[config.mk]
export PLATFORM = sky130hd
export DESIGN_NAME = tft_bus_writer
export DESIGN_NICKNAME = d
export VERILOG_FILES = /design/src/rtl/tft_pkg.sv /design/src/rtl/tft_bus_writer.sv
export SDC_FILE = /design/constraint.sdc
export NUM_CORES = 1
export LEC_CHECK = 0
export ABC_AREA = 0
export BUFFER_PORTS_ARGS = -buffer_cell sky130_fd_sc_hd__buf_2
export CAP_MARGIN = 20
export CORE_MARGIN = 8
export CORE_UTILIZATION = 55
export CTS_BUF_LIST = sky130_fd_sc_hd__clkbuf_4
export DETAILED_ROUTE_END_ITERATION = 8
export PLACE_DENSITY = 0.8
export REMOVE_ABC_BUFFERS = 1
export SKIP_CTS_REPAIR_TIMING = 1
export SLEW_MARGIN = 40
export SYNTH_ARGS = -nofsm -noshare
export SYNTH_HDL_FRONTEND = slang
export SYNTH_SLANG_ARGS = --single-unit
[constraint.sdc]
create_clock -name clk -period 2.5 [get_ports clk]
set_input_delay 0.125 -clock clk [delete_from_list [all_inputs] [get_ports clk]]
set_output_delay 0.125 -clock clk [all_outputs]
set_load 0.01 [all_outputs]
[src/rtl/tft_pkg.sv]
// Shared types and defaults for the TFT 8080-style parallel write bus.
package tft_pkg;

  typedef enum logic [2:0] {
    S_RST_LOW,
    S_RST_WAIT,
    S_IDLE,
    S_WR_LOW,
    S_WR_HIGH
  } tft_wr_state_t;

  localparam int unsigned TFT_WR_LOW_CYC_DEF     = 2;
  localparam int unsigned TFT_WR_HIGH_CYC_DEF    = 2;
  localparam int unsigned TFT_RESET_LOW_CYC_DEF  = 50000;
  localparam int unsigned TFT_RESET_WAIT_CYC_DEF = 6000000;

  localparam int unsigned TFT_W         = 320;
  localparam int unsigned TFT_H         = 240;
  localparam int unsigned TFT_PIX_CNT_W = 17;

  function automatic int unsigned tft_max4(input int unsigned a, input int unsigned b,
                                           input int unsigned c, input int unsigned d);
    int unsigned m;
    m = a;
    if (b > m) m = b;
    if (c > m) m = c;
    if (d > m) m = d;
    return m;
  endfunction

endpackage

[src/rtl/tft_bus_writer.sv]
// Panel reset sequencer and 8080 write-strobe generator fed by a valid/ready word stream.
// Optional TFT_PIXEL_REPEAT_EN adds in_repeat: each accepted word is written in_repeat times.
module tft_bus_writer
  import tft_pkg::*;
#(
  parameter int unsigned WR_LOW_CYC     = TFT_WR_LOW_CYC_DEF,
  parameter int unsigned WR_HIGH_CYC    = TFT_WR_HIGH_CYC_DEF,
  parameter int unsigned RESET_LOW_CYC  = TFT_RESET_LOW_CYC_DEF,
  parameter int unsigned RESET_WAIT_CYC = TFT_RESET_WAIT_CYC_DEF
) (
  input  logic                     clk,
  input  logic                     rst,
  input  logic                     in_valid,
  output logic                     in_ready,
  input  logic                     in_is_cmd,
  input  logic [15:0]              in_data,
`ifdef TFT_PIXEL_REPEAT_EN
  input  logic [TFT_PIX_CNT_W-1:0] in_repeat,
`endif
  output logic                     init_done,
  output logic                     busy,
  output logic [15:0]              tft_db,
  output logic                     tft_rs,
  output logic                     tft_wr,
  output logic                     tft_rd,
  output logic                     tft_cs,
  output logic                     tft_reset
);

  localparam int unsigned CNT_MAX =
    tft_max4(WR_LOW_CYC, WR_HIGH_CYC, RESET_LOW_CYC, RESET_WAIT_CYC);
  localparam int unsigned CNT_W = (CNT_MAX > 1) ? $clog2(CNT_MAX) : 1;

  typedef logic [CNT_W-1:0] cnt_t;

  localparam cnt_t WR_LOW_LD     = cnt_t'(WR_LOW_CYC - 1);
  localparam cnt_t WR_HIGH_LD    = cnt_t'(WR_HIGH_CYC - 1);
  localparam cnt_t RESET_LOW_LD  = cnt_t'(RESET_LOW_CYC - 1);
  localparam cnt_t RESET_WAIT_LD = cnt_t'(RESET_WAIT_CYC - 1);

  tft_wr_state_t state_q, state_d;
  cnt_t          cnt_q, cnt_d;
  logic          init_q, init_d;
  logic [15:0]   db_q, db_d;
  logic          rs_q, rs_d;
  logic          wr_q, wr_d;
  logic          cs_q, cs_d;
  logic          rstn_q, rstn_d;
  logic          cnt_zero;
  logic          in_write;

`ifdef TFT_PIXEL_REPEAT_EN
  logic [TFT_PIX_CNT_W-1:0] rep_q, rep_d;
`endif

  assign cnt_zero = (cnt_q == '0);
  assign in_write = (state_q == S_WR_LOW) || (state_q == S_WR_HIGH);

  always_comb begin
    state_d = state_q;
    cnt_d   = cnt_q - cnt_t'(1);
    init_d  = init_q;
    db_d    = db_q;
    rs_d    = rs_q;
`ifdef TFT_PIXEL_REPEAT_EN
    rep_d   = rep_q;
`endif

    unique case (state_q)
      S_RST_LOW: begin
        if (cnt_zero) begin
          state_d = S_RST_WAIT;
          cnt_d   = RESET_WAIT_LD;
        end
      end
      S_RST_WAIT: begin
        if (cnt_zero) begin
          state_d = S_IDLE;
          cnt_d   = '0;
          init_d  = 1'b1;
        end
      end
      S_IDLE: begin
        cnt_d = '0;
        if (in_valid) begin
          db_d    = in_data;
          rs_d    = ~in_is_cmd;
          state_d = S_WR_LOW;
          cnt_d   = WR_LOW_LD;
`ifdef TFT_PIXEL_REPEAT_EN
          rep_d   = (in_repeat == '0) ? TFT_PIX_CNT_W'(1) : in_repeat;
`endif
        end
      end
      S_WR_LOW: begin
        if (cnt_zero) begin
          state_d = S_WR_HIGH;
          cnt_d   = WR_HIGH_LD;
        end
      end
      S_WR_HIGH: begin
        if (cnt_zero) begin
`ifdef TFT_PIXEL_REPEAT_EN
          if (rep_q > TFT_PIX_CNT_W'(1)) begin
            rep_d   = rep_q - TFT_PIX_CNT_W'(1);
            state_d = S_WR_LOW;
            cnt_d   = WR_LOW_LD;
          end else begin
            state_d = S_IDLE;
            cnt_d   = '0;
          end
`else
          state_d = S_IDLE;
          cnt_d   = '0;
`endif
        end
      end
      default: begin
        state_d = S_RST_LOW;
        cnt_d   = RESET_LOW_LD;
      end
    endcase

    if (rst) begin
      state_d = S_RST_LOW;
      cnt_d   = RESET_LOW_LD;
      init_d  = 1'b0;
      db_d    = '0;
      rs_d    = 1'b0;
    end

    // Strobe/select lag the state by one clock so data is already on the bus when cs/wr fall.
    rstn_d = (state_d != S_RST_LOW);
    cs_d   = rst || !in_write;
    wr_d   = rst || (state_q != S_WR_LOW);
  end

  always_ff @(posedge clk) begin
    state_q <= state_d;
    cnt_q   <= cnt_d;
    init_q  <= init_d;
    db_q    <= db_d;
    rs_q    <= rs_d;
    cs_q    <= cs_d;
    wr_q    <= wr_d;
    rstn_q  <= rstn_d;
`ifdef TFT_PIXEL_REPEAT_EN
    rep_q   <= rst ? TFT_PIX_CNT_W'(1) : rep_d;
`endif
  end

  assign in_ready  = (state_q == S_IDLE);
  assign busy      = in_write;
  assign init_done = init_q;
  assign tft_db    = db_q;
  assign tft_rs    = rs_q;
  assign tft_wr    = wr_q;
  assign tft_cs    = cs_q;
  assign tft_rd    = 1'b1;
  assign tft_reset = rstn_q;

endmodule

==> results_dict.tcl <==
set metrics [dict create \
    status "complete, no violations" \
    grt_usage_pct 16.9 \
    ys_ff_latch 47 \
    cts_tree "built" \
    diodes 0 \
    syn_area_sq_um 2120 \
    clock_skew_ns 0.00921 \
    grt_pass1_wl_um 8630 \
    num_rows 22 \
    max_cap_violations 0 \
    syn_area_per_cell_sq_um 8.41 \
    seq_area_frac_synth_pct 44.4 \
    drtIter0Drc 150 \
    clk_pin_slew_worst_paths_ns 0.13 \
    synth-simple-area-share_pct 26.7 \
    overflow 0 \
    initial_core_util_pct 57.4 \
    worstPathCellList "nor4_4 -> nand3_1 -> or4_1 -> o21ai_0 -> a221o_1" \
    wl_per_cell_um 15.5 \
    finalHoldViolCount 0 \
    end_kind "flip-flop" \
    drc_errors 0 \
    synthAdderAreaFrac_pct 1.18 \
    synth_xor_area_share_pct 7.03 \
    layout-drive-gt1-share_pct 19.9 \
    synth_cell_types 46 \
    tns_ns 0 \
    fp.coreArea_sq_um 3690 \
    fp.dieH_um 78.1 \
    clockBufferDepth 2 \
    synth_async_sr_flop_share_pct 0 \
    numCtsBuffers 5 \
    insertion_delay_ns 0.36 \
    cts.sinks 47 \
    pin_count 44 \
    p_leak_nw 0.980 \
    place_hpwl_um 3590 \
    grt_start_max_net_pins 35 \
    fin_nets 333 \
    period_share_pct 84.0 \
    port_buffers 42 \
    synth_top_family_by_area "simple AND/OR/NAND/NOR gates" \
    rsz0062_at_grt "false" \
    tightest_slew_ns 0.602 \
    area_growth_pct 22.6 \
    muxShareOfSynthArea_pct 0 \
    final_cell_mix "47 x nand2_1, 47 x dfxtp_1, 42 x buf_2" \
    powerDensity_nw_per_um2 530 \
    synth_edf_count 0 \
    start_kind "flip-flop" \
    cts-root-buf "clkbuf_4" \
    antenna_found_initial 0 \
    report.final.slew_viol_count 0 \
    die_w_um 78.1 \
    syn_inst 252 \
    cp_max_fo 7 \
    grt_pass1_vias 1899 \
    setup_viol 0 \
    worstPathRequired_ns 2.81 \
    routabilityCongestion 0.873 \
    fin_util_pct 70.4 \
    peakVddDrop_mv 0.393 \
    synth_ff_type "dfxtp_1" \
    slowest_delay_ns 0.63 \
    routed-via-count 2040 \
    arrival_ns 2.41 \
    ys_warn_count 0 \
    ant_nets 0 \
    fmax_mhz 476 \
    htree_num_levels 2 \
    slew_headroom_pct 59.8 \
    hold_slack_ns 0.211 \
    crit_slowest_cell "or4_1" \
    worst_hold_path_type "in -> reg" \
    period_needed_ns 2.10 \
    wirelength_um 5600 \
    worstSetupPathType "reg -> reg" \
    firstDrtPassIters 4 \
    dieArea_sq_um 6090 \
    vias_per_cell 5.67 \
    synth_compound_area_share_pct 17.5 \
    num-fill-cells 296 \
]
==> cells by family (layout without fill, tap and decap cells) <==
family	after synthesis	after routing
AND/OR/NAND/NOR	110	110
AO/OA/AOI/OAI	60	60
flip-flops	47	47
XOR/XNOR	17	17
buffers and inverters	15	75
adder cells (fa/ha/maj)	2	2
other	1	1
==> cell type report <==
type / instances / area, sq um / area share [%]
well taps: 48 / 60.1 / 2.31
flip-flops and latches: 47 / 941 / 36.2
multi-input cells: 190 / 1110 / 42.9
clock inverters: 2 / 12.5 / 0.482
clock buffers: 6 / 45.0 / 1.73
repair buffers: 63 / 410 / 15.8
inverters: 4 / 15.0 / 0.578
==> metal layers <==
metal  wire [um]  GRT usage, %  part of all wire, %  vias to the layer above
li1            -             -                    -                     1002
met1        2490          20.5                   44                      951
met2        2520          25.5                   45                       74
met3         475          7.86                  8.5                       13
met4         110          6.67                  2.0                        0
met5           0             0                    0                        -
==> where the power goes <==
group / switching (mW) / total (mW) / leakage (nW) / internal (mW)
registers: 0.0359 / 0.817 / 0.381 / 0.781
clock network: 0.241 / 0.361 / 0.0317 / 0.120
logic: 0.109 / 0.199 / 0.567 / 0.0899
total: 0.386 / 1.38 / 0.980 / 0.990
==> Yosys cell counts (2+ instances only) <==
cell	instances	share of area [%]
a211o_1	3	1.2
a211oi_1	2	0.71
a21oi_1	27	6.4
a221o_1	4	1.9
a31oi_1	2	0.59
buf_2	3	0.71
clkbuf_1	6	1.1
dfxtp_1	47	44
ha_1	2	1.2
inv_1	3	0.53
nand2_1	47	8.3
nand2b_1	2	0.59
nand3_1	7	1.7
nand4_1	2	0.59
nor2_1	22	3.9
nor3_1	9	2.1
nor4_4	2	2.0
o21ai_0	11	2.6
o22ai_1	3	0.89
or3_1	4	1.2
or4_1	4	1.4
xnor2_1	13	5.4
xor2_1	4	1.7
==> final timing paths <==
| kind | startpoint | endpoint | slack [ns] | cells past startpoint |
|---|---|---|---|---|
| worst max-delay path | cnt_q[6] | cnt_q[2] | 0.40 | 5 |
| worst min-delay path | in_valid | state_q[0] | 0.21 | 3 |
| worst max register to register | cnt_q[6] | cnt_q[2] | 0.40 | 5 |
| worst min register to register | tft_db[9] | tft_db[9] | 0.46 | 2 |
==> registers in the layout, indices dropped and copies added (netlist names) <==
name / flops
tft_db: 16
tft_rs: 1
state_q: 3
tft_reset: 1
tft_cs: 1
tft_wr: 1
init_done: 1
cnt_q: 23
==> critical path: cells and delay by family (launching register included) <==
family / cells / cell delay [ns]
flip-flops: 1 / 0.39
AO/OA/AOI/OAI: 2 / 0.29
AND/OR/NAND/NOR: 3 / 1.37
==> per-stage QoR <==
stage	instances	worst slack (ns)	power [mW]	area (sq um)
after CTS	343	0.410	1.36	2430
final	360	0.399	1.38	2600
after global placement	335	0.489	1.00	2370
after floorplan	241	0.516	0.935	2070
after detailed placement	335	0.449	1.01	2370
after global routing	360	0.226	1.45	2600
(Power assumes the default switching activity.)
